**src/rtl/util_cpack2_timestamp_pkg.sv**
```systemverilog
// Shared constants for the RX timestamp packer: timestamp width, emitter
// state encodings and the bit layout of one FIFO entry {tag, ts, data}.
package util_cpack2_timestamp_pkg;

   localparam int TS_WIDTH = 64;

   // Emitter output-stage states
   localparam logic [1:0] ST_IDLE = 2'd0;
   localparam logic [1:0] ST_TS   = 2'd1;
   localparam logic [1:0] ST_DATA = 2'd2;

   // FIFO entry layout: data at the bottom, timestamp above it, tag on top
   localparam int DATA_LSB = 0;

   function automatic int ts_lsb(input int dw);
      return DATA_LSB + dw;
   endfunction

   function automatic int tag_bit(input int dw);
      return DATA_LSB + dw + TS_WIDTH;
   endfunction

   function automatic int entry_width(input int dw);
      return dw + TS_WIDTH + 1;
   endfunction

endpackage

```
**src/rtl/util_ts_sync_fifo.sv**
```systemverilog
// Single-clock first-word-fall-through FIFO. Storage is an inferred RAM
// with a registered read into a head register; the head register counts
// towards the total capacity of 2**DEPTH_LOG2 entries. A push on a full
// FIFO succeeds when a pop happens in the same cycle.
module util_ts_sync_fifo #(
   parameter int WIDTH      = 129,
   parameter int DEPTH_LOG2 = 3
) (
   input  logic             clk,
   input  logic             reset,
   input  logic             flush,
   input  logic             wr_en,
   input  logic [WIDTH-1:0] wr_data,
   input  logic             rd_en,
   output logic [WIDTH-1:0] rd_data,
   output logic             full,
   output logic             empty
);

   localparam int DEPTH = 1 << DEPTH_LOG2;
   localparam logic [DEPTH_LOG2:0] DEPTH_CNT = (DEPTH_LOG2 + 1)'(DEPTH);

   logic [WIDTH-1:0]      mem [DEPTH];
   logic [WIDTH-1:0]      head_reg;
   logic                  head_valid_reg;
   logic [DEPTH_LOG2-1:0] wr_ptr_reg;
   logic [DEPTH_LOG2-1:0] rd_ptr_reg;
   logic [DEPTH_LOG2:0]   count_reg;
   logic [DEPTH_LOG2:0]   mem_occ;
   logic                  rd_ok;
   logic                  wr_ok;
   logic                  head_load;

   assign full    = (count_reg == DEPTH_CNT);
   assign empty   = !head_valid_reg;
   assign rd_data = head_reg;

   assign rd_ok     = rd_en && head_valid_reg;
   assign wr_ok     = wr_en && (!full || rd_ok);
   assign mem_occ   = count_reg - (DEPTH_LOG2 + 1)'(head_valid_reg);
   assign head_load = (mem_occ != '0) && (!head_valid_reg || rd_ok);

   // RAM write port
   always_ff @(posedge clk) begin
      if (wr_ok) begin
         mem[wr_ptr_reg] <= wr_data;
      end
   end

   // Registered RAM read into the head slot
   always_ff @(posedge clk) begin
      if (head_load) begin
         head_reg <= mem[rd_ptr_reg];
      end
   end

   // Pointers, occupancy and head-valid bookkeeping
   always_ff @(posedge clk) begin
      if (reset || flush) begin
         wr_ptr_reg     <= '0;
         rd_ptr_reg     <= '0;
         count_reg      <= '0;
         head_valid_reg <= 1'b0;
      end else begin
         if (wr_ok) begin
            wr_ptr_reg <= wr_ptr_reg + DEPTH_LOG2'(1);
         end
         if (head_load) begin
            rd_ptr_reg     <= rd_ptr_reg + DEPTH_LOG2'(1);
            head_valid_reg <= 1'b1;
         end else if (rd_ok) begin
            head_valid_reg <= 1'b0;
         end
         case ({wr_ok, rd_ok})
            2'b10:   count_reg <= count_reg + (DEPTH_LOG2 + 1)'(1);
            2'b01:   count_reg <= count_reg - (DEPTH_LOG2 + 1)'(1);
            default: count_reg <= count_reg;
         endcase
      end
   end

endmodule

```
**src/rtl/util_cpack2_timestamp.sv**
```systemverilog
// RX timestamp packer: tags every timestamp_every-th captured ADC word with
// the timestamp at capture, buffers {tag, ts, data} in a small FIFO and
// emits a 64-bit timestamp word ahead of each tagged data word.
// Optional macro UTIL_CPACK2_TIMESTAMP_DROP_CNT_EN adds a saturating
// drop_count output, cleared by reset or a rising edge of m_axis_xfer_req.
module util_cpack2_timestamp
   import util_cpack2_timestamp_pkg::*;
#(
   parameter int NUM_OF_CHANNELS     = 4,
   parameter int SAMPLE_DATA_WIDTH   = 16,
   parameter int SAMPLES_PER_CHANNEL = 1,
   parameter int FIFO_DEPTH_LOG2     = 3,
   localparam int DW = NUM_OF_CHANNELS * SAMPLE_DATA_WIDTH * SAMPLES_PER_CHANNEL
) (
   input  logic          adc_clk,
   input  logic          reset,
   input  logic [63:0]   timestamp,
   input  logic [31:0]   timestamp_every,
   input  logic          fifo_wr_en,
   input  logic [DW-1:0] fifo_wr_data,
   output logic          fifo_wr_overflow,
   output logic          m_axis_valid,
   input  logic          m_axis_ready,
   output logic [DW-1:0] m_axis_data,
   input  logic          m_axis_xfer_req
`ifdef UTIL_CPACK2_TIMESTAMP_DROP_CNT_EN
   ,
   output logic [31:0]   drop_count
`endif
);

   localparam int EW     = entry_width(DW);
   localparam int TS_LSB = ts_lsb(DW);
   localparam int TAG    = tag_bit(DW);

   if (DW < TS_WIDTH) begin : g_dw_check
      $error("util_cpack2_timestamp: packed word narrower than the 64-bit timestamp");
   end

   logic [EW-1:0]   wr_entry;
   logic [EW-1:0]   head;
   logic            fifo_full;
   logic            fifo_empty;
   logic            accept;
   logic            drop;
   logic            pop;
   logic            load;
   logic            emit_ts;
   logic            ts_pending;
   logic            new_tag;
   logic [32:0]     group_inc;
   logic            group_wrap;

   logic [31:0]     group_cnt_reg;
   logic            overflow_reg;
   logic [1:0]      state_reg;
   logic            valid_reg;
   logic [DW-1:0]   data_reg;

   // Capture side
   assign accept   = fifo_wr_en && m_axis_xfer_req && (!fifo_full || pop);
   assign drop     = fifo_wr_en && m_axis_xfer_req && fifo_full && !pop;
   assign new_tag  = (timestamp_every != 32'd0) && (group_cnt_reg == 32'd0);
   assign wr_entry = {new_tag, timestamp, fifo_wr_data};

   // Widened compare so lowering timestamp_every mid-group still wraps
   assign group_inc  = {1'b0, group_cnt_reg} + 33'd1;
   assign group_wrap = (group_inc >= {1'b0, timestamp_every});

   // Emitter side: a timestamp is pending exactly while the TS word is out
   assign ts_pending = (state_reg == ST_TS);
   assign load       = !valid_reg || m_axis_ready;
   assign emit_ts    = head[TAG] && !ts_pending;
   assign pop        = m_axis_xfer_req && load && !fifo_empty && !emit_ts;

   util_ts_sync_fifo #(
      .WIDTH      (EW),
      .DEPTH_LOG2 (FIFO_DEPTH_LOG2)
   ) u_fifo (
      .clk     (adc_clk),
      .reset   (reset),
      .flush   (!m_axis_xfer_req),
      .wr_en   (accept),
      .wr_data (wr_entry),
      .rd_en   (pop),
      .rd_data (head),
      .full    (fifo_full),
      .empty   (fifo_empty)
   );

   // Group counter; a drop or an idle transfer restarts the group
   always_ff @(posedge adc_clk) begin
      if (reset || !m_axis_xfer_req || drop) begin
         group_cnt_reg <= 32'd0;
      end else if (accept) begin
         group_cnt_reg <= group_wrap ? 32'd0 : group_inc[31:0];
      end
   end

   // One-cycle pulse per dropped word
   always_ff @(posedge adc_clk) begin
      if (reset) begin
         overflow_reg <= 1'b0;
      end else begin
         overflow_reg <= drop;
      end
   end

   // Registered output stage: emit pending timestamp, then the head data
   always_ff @(posedge adc_clk) begin
      if (reset) begin
         state_reg <= ST_IDLE;
         valid_reg <= 1'b0;
         data_reg  <= '0;
      end else if (!m_axis_xfer_req) begin
         state_reg <= ST_IDLE;
         valid_reg <= 1'b0;
      end else if (load) begin
         if (fifo_empty) begin
            state_reg <= ST_IDLE;
            valid_reg <= 1'b0;
         end else if (emit_ts) begin
            state_reg <= ST_TS;
            valid_reg <= 1'b1;
            data_reg  <= DW'(head[TS_LSB +: TS_WIDTH]);
         end else begin
            state_reg <= ST_DATA;
            valid_reg <= 1'b1;
            data_reg  <= head[DATA_LSB +: DW];
         end
      end
   end

   assign fifo_wr_overflow = overflow_reg;
   assign m_axis_valid     = valid_reg;
   assign m_axis_data      = data_reg;

`ifdef UTIL_CPACK2_TIMESTAMP_DROP_CNT_EN
   logic        xfer_req_d_reg;
   logic [31:0] drop_count_reg;

   // Saturating drop counter, restarted at the start of each transfer
   always_ff @(posedge adc_clk) begin
      if (reset) begin
         xfer_req_d_reg <= 1'b0;
         drop_count_reg <= 32'd0;
      end else begin
         xfer_req_d_reg <= m_axis_xfer_req;
         if (m_axis_xfer_req && !xfer_req_d_reg) begin
            drop_count_reg <= 32'd0;
         end else if (drop && (drop_count_reg != 32'hFFFF_FFFF)) begin
            drop_count_reg <= drop_count_reg + 32'd1;
         end
      end
   end

   assign drop_count = drop_count_reg;
`endif

endmodule
```
**config.mk**
```make
export PLATFORM = sky130hd
export DESIGN_NAME = util_cpack2_timestamp
export DESIGN_NICKNAME = d
export VERILOG_FILES = /design/src/rtl/util_cpack2_timestamp_pkg.sv /design/src/rtl/util_ts_sync_fifo.sv /design/src/rtl/util_cpack2_timestamp.sv
export SDC_FILE = /design/constraint.sdc
export NUM_CORES = 2
export LEC_CHECK = 0
export CELL_PAD_IN_SITES_DETAIL_PLACEMENT = 1
export CELL_PAD_IN_SITES_GLOBAL_PLACEMENT = 1
export CORE_AREA = 4 4 311 313
export CTS_BUF_LIST = sky130_fd_sc_hd__clkbuf_8 sky130_fd_sc_hd__clkbuf_16
export DETAILED_ROUTE_END_ITERATION = 8
export DIE_AREA = 0 0 315 317
export PLACE_DENSITY = 0.8
export REMOVE_ABC_BUFFERS = 1
export SLEW_MARGIN = 25
export SYNTH_ARGS = -nofsm -noshare
export SYNTH_HDL_FRONTEND = slang
export SYNTH_HIERARCHICAL = 1
export SYNTH_SLANG_ARGS = --single-unit
```
**constraint.sdc**
```tcl
create_clock -name adc_clk -period 16.2 [get_ports adc_clk]
set_clock_uncertainty 0.15 [all_clocks]
set_input_delay 3.24 -clock adc_clk [delete_from_list [all_inputs] [get_ports adc_clk]]
set_output_delay 3.24 -clock adc_clk [all_outputs]
set_load 0.02 [all_outputs]
```
* Word level (Yosys, flattened, before mapping)
Memory sizes are Yosys's and may differ from the RTL's. A register that Yosys moved wholly into a read port is not among the register bits.
Index checks and enable logic that the tools add are counted.
Widths: inputs -> output; s select.
** Operators by class
- Magnitude comparators :: 1
- Add/subtract/negate cells :: 6
- Multiplexer cells :: 10
- Bitwise gates (word level) :: 1
- Equal/unequal tests :: 4
- Reductions and logical operators :: 32
** Operator list (number)
- $mux 64 :: 1
- $add 32x1->33 const B :: 1
- $ge 33x32->1 :: 1
- $logic_not 32->1 :: 1
- $mux 32 :: 1
- $reduce_bool 32->1 :: 1
- $logic_and 1x1->1 :: 12
- $pmux 4 s2 :: 1
- $logic_not 1->1 :: 7
- $add 3x1->3 const B :: 2
- $logic_or 1x1->1 :: 6
- $mux 1 :: 5
- $add 4x1->4 const B :: 1
- $eq 2x1->1 const B :: 2
- $eq 4x4->1 const B :: 1
- $mux 2 :: 2
- $reduce_bool 2->1 :: 2
- $reduce_bool 4->1 :: 1
- $sub 4x1->4 :: 1
- $sub 4x1->4 const B :: 1
- $reduce_and 3->1 :: 1
- $eq 2x2->1 const B :: 1
- $reduce_or 2->1 :: 1
- $not 1->1 :: 1
** Storage, ports and cells
- Logic and storage cells :: 64
- Bits of input ports :: 165
- Output and inout port bits :: 66
- Memory bits (writable) :: 1032
- Memories :: 1
- Register bits after elaboration :: 111
** Memories
- u_fifo.mem :: words 8, width 129, read ports 1, clocked after Yosys merged registers in 1, write ports 1, RTL line util_ts_sync_fifo.sv:23 : logic [WIDTH-1:0] mem [DEPTH];

* Depth between registers and ports, before layout
- Word-level depth :: 10
- Gate-level depth with buffers :: 17
- Depth with buffers taken out :: 15

* By module
Netlist, hierarchy kept.
** Modules (own cells, without submodules)
- util_ts_sync_fifo :: cells an instance 1706, area each 43530.5 µm², sequential area each 35083.6 µm², times used 1
- util_cpack2_timestamp :: cells an instance 663, area each 5793.1 µm², sequential area each 2001.9 µm², times used 1

* Worst setup path after synthesis
Ideal clock, no wire load.
- Path type :: input to register
- Start point :: in m_axis_ready
- End point :: mem u_fifo.mem[5][0] (enable)
- Path slack :: 1.761 ns
- Required time :: 15.275 ns
- Library setup time :: 0.775 ns
- Cell stages on the path :: 9
- Buffers on the path :: 2
- Arrival :: 13.514 ns
- Path through :: and2b_1 nor3_2 clkbuf_1 clkbuf_1 and2_1 inv_1 o21ai_1 nand2_1 nor3_1
** On the way
- Longest elaborated chain between the ends :: 9
- Elaborated cells on any way between the ends :: 11
- Classes of those cells :: mux: 2; reduce/logical: 9
** RTL lines
- from (decl) :: RTL line util_cpack2_timestamp.sv:23 : input logic m_axis_ready,
- $logic_or 1x1->1 (*) :: RTL line util_cpack2_timestamp.sv:72 : assign load = !valid_reg || m_axis_ready;
- $logic_and 1x1->1 (*) (3 in series) :: RTL line util_cpack2_timestamp.sv:74 : assign pop = m_axis_xfer_req && load && !fifo_empty && !emit_ts;
- via pop :: RTL line util_cpack2_timestamp.sv:46 : logic pop;
- $logic_or 1x1->1 / $logic_and 1x1->1 (equally long branches) :: RTL line util_cpack2_timestamp.sv:61, util_ts_sync_fifo.sv:38
- $logic_and 1x1->1 / $logic_or 1x1->1 (equally long branches) :: RTL line util_cpack2_timestamp.sv:61, util_ts_sync_fifo.sv:39
- $logic_and 1x1->1 (*) :: RTL line util_ts_sync_fifo.sv:39 : assign wr_ok = wr_en && (!full || rd_ok);
- $mux 1 (*) :: RTL line util_ts_sync_fifo.sv:45 : if (wr_ok) begin
- $mux 1 (implied by the code) (*) :: RTL line util_ts_sync_fifo.sv:46 : mem[wr_ptr_reg] <= wr_data;
- to (decl) :: RTL line util_ts_sync_fifo.sv:23
The timed path passes the listed nets; every way through them passes the cells marked *.

* Worst setup path in the final report
- Start point :: in m_axis_ready
- End point :: mem u_fifo.mem[3][60] (enable)
The elaborated chain is that of the path after synthesis.

==> metrics.md <==
| Metric | Value |
|---|---|
| Die ar. | `between 90000 and 100000 um^2` |
| Psw | `approximately 0.0014 W` |
| Most common cell on crit path | `buf_4` |
| Crit Path Category | `in -> reg` |
| Total Power | `slightly below 0.007 W` |
| Antenna viol nets, final | `0` |
| Root Buffer | `clkbuf_16` |
| Clock network power share | `0.422` |
| CTS hold repair buffers | `0` |
| VDD IR max | `about 0.000085 V` |
| Setup crit start kind | `input pin` |
| Layout cells sized above 1 | `0.209` |
| Async S/R FF share, synth | `0` |
| Max layer used | `met5` |
| Final setup fails | `0` |
| Clock-pin slew on the worst setup and hold paths | `approximately 60 ps` |
| Register Area | `between 30000 and 40000 um^2` |
| Die width | `around 320 um` |
| CP Capture Type | `flop` |
| Initial antenna violation count | `23` |
| Total wire length | `around 120 mm` |
| Post-synth EDFFs | `between 1000 and 1500` |
| Post-Syn Instances | `2369` |
| CTS tree | `yes` |
| HP Class | `reg -> reg` |
| Via/cell ratio | `about 6` |
| Tmin final | `between 7000 and 8000 ps` |
| Placed insts | `~3800` |
| Slowest stage cell, crit path | `buf_4` |
| Max-cap violations | `0` |
| Wirelength per Cell | `30.1 um` |
| Critical path fanouts, max | `between 50 and 60` |
| Clk buf depth | `3` |
| Syn Std Cell Area | `a little under 50000 um^2` |
| Critical Path Max Stage Delay | `between 900 and 1000 ps` |
| Largest register by flop count | `u_fifo/mem` |
| Final hold vios | `0` |
| Met3 wire len | `just over 8 mm` |
| Critical path data arrival time | `just over 8000 ps` |
| Net Sw Frac | `0.207` |
| Pre-Repair DR Iteration Count | `7` |
| Worst-Margin Slew | `roughly 1200 ps` |
| Num rows | `113` |
| Sequential fraction of the synthesis area | `0.752` |
| Outcome | `complete, no violations` |
| Synth warn | `6` |
| Unrepaired setup endpoints after global routing | `no` |
| Fmax | `~0.13 GHz` |
| Sequential fraction of design power | `0.530` |
| First-pass GRT wire length | `roughly 180 mm` |
| Leakage | `18.2 nW` |
| Finished Core Util | `0.606` |
| Number of flip-flops in the largest register | `1032` |
| Post-CTS Resized | `0` |
| CP cell instances | `clkdlybuf4s50_1 > and2b_1 > nor3_4 > buf_4 > and2_1 > inv_1 > o21ai_1 > nand2b_1 > nor2_4 > buf_4 > buf_4` |
| Core area | `~94000 um^2` |
| Period utilization | `0.491` |
| GRT Util Overall | `0.244` |
| Port Buffers | `230` |
| DR WL met2 | `around 63 mm` |
| Final Instance Area | `between 50000 and 60000 um^2` |
| Gp weighted congestion | `between 0.7 and 0.8` |
| Int Pwr | `approximately 0.0055 W` |
| Clk sink count | `about 1300` |
| Iteration-0 DRC Markers | `roughly 2500` |
| Routed length on met1 | `roughly 47 mm` |
| H-tree depth | `3` |
| Synth Register Bits | `1272` |
| Initial Util | `0.523` |
| Relative slew margins | `0.188` |
| Distinct cells, synth | `around 70` |
| Max-slew violations | `0` |
| Area of the multi-input gates | `roughly 11000 um^2` |
| Comb pwr share | `0.048` |
| Clk Latency, worst-skew pair | `about 690 ps` |
| Area Growth Syn to Fin | `15.9%` |
| Total grt overflow | `0` |
| Boundary Pins | `about 230` |
| Total negative setup slack | `0 ps` |
| Largest net degree at the start of global routing | `131` |
| Die Span Y | `roughly 320 um` |
| PwrDens | `between 100 and 150 nW/um^2` |
| Vias | `approximately 24000` |
| WP data required | `around 16000 ps` |
| Postcts setup bufs | `0` |
| Post-synth top flop | `edfxtp_1` |
| Nets | `roughly 2800` |
| Hpwl dp | `61.1 mm` |
| Mapped Avg Cell Area | `~21 um^2` |
| Num CTS Buffers | `approximately 120` |
| Filler cell count | `around 7900` |
| Placed cell area | `52900 um^2` |
| Drc violations | `0` |
| Non-Filler Instances | `roughly 4000` |
| Vias in the first global route | `between 20000 and 30000` |
## cell type report
type | instances | share of cell area
multi-input cells | 934 | 0.201
clock inverters | 93 | 0.0166
flip-flops and latches | 1272 | 0.649
repair buffers | 258 | 0.0465
inverters | 44 | 0.00289
diodes | 19 | 0.000832
well taps | 1265 | 0.0277
clock buffers | 131 | 0.0556
## power by group through the flow
stage / clock, W / sequential, W / combinational [W]
finish: 0.00293 / 0.00367 / 0.000333
global route: 0.00313 / 0.00368 / 0.000357
CTS: 0.00297 / 0.00368 / 0.000333
detailed placement: 0 / 0.00374 / 0.000323
global placement: 0 / 0.00374 / 0.000305
floorplan: 0 / 0.00377 / 0.000185
## cell usage in the layout (no fill, tap or decap), drive strengths merged, types with 19 or more instances in the layout
master         count
nand2             34
clkdlybuf4s50    229
mux2             129
mux4             258
buf               29
nand3             24
clkinv            39
inv               74
diode             19
xnor2             21
edfxtp          1161
ha                40
nor2             106
bufinv            19
a21oi             19
a22o              21
a211oi            67
mux2i             71
dfxtp            111
clkbuf           131
o21ai             20
## cells by family after synthesis
family | count (synthesis) | share of synthesized area
AO/OA/AOI/OAI | 149 | 0.0218
XOR/XNOR | 37 | 0.00657
adder cells (fa/ha/maj) | 40 | 0.0101
buffers and inverters | 163 | 0.0173
flip-flops | 1272 | 0.752
multiplexers | 458 | 0.166
AND/OR/NAND/NOR | 250 | 0.0259
## critical path: cells and delay by family
| kind | cells | cell delay [ps] |
|---|---|---|
| AO/OA/AOI/OAI | 1 | 250 |
| buffers and inverters | 5 | 2870 |
| AND/OR/NAND/NOR | 5 | 1530 |
## path summary, 6_finish.rpt
| kind | start | to | slack (ps) | cells after the start |
|---|---|---|---|---|
| worst max-delay path | m_axis_ready | u_fifo/mem[3][60] | 8250 | 11 |
| worst max register to register | u_fifo/head_valid_reg | u_fifo/mem[3][60] | 10910 | 10 |
| worst min-delay path | m_axis_data[46] | m_axis_data[46] | 350 | 2 |
| worst min register to register | m_axis_data[46] | m_axis_data[46] | 350 | 2 |
## routing by layer
| metal | vias to the layer above | global-route usage |
|---|---|---|
| li1 | 10300 | - |
| met3 | 182 | 0.0461 |
| met2 | 1027 | 0.424 |
| met5 | - | 0 |
| met1 | 12900 | 0.317 |
| met4 | 14 | 0.0741 |
## cell usage after synthesis (all sizes together) (20+ instances only)
master,count,area share
a211oi,67,0.010
a22o,21,0.0037
buf,64,0.0097
clkbuf,55,0.0042
dfxtp,111,0.045
edfxtp,1161,0.71
ha,40,0.010
inv,44,0.0033
mux2,129,0.029
mux2i,71,0.014
mux4,258,0.12
nand2,34,0.0026
nand3,24,0.0024
nor2,106,0.0082
o21ai,20,0.0021
xnor2,21,0.0037
## per-stage QoR
step	setup WS, ps	hold slack, ps
floorplan	-1710	303
global placement	7740	322
detailed placement	7610	344
CTS	8290	352
global route	7990	370
finish	8250	350
Power figures use the tool's default switching activity.
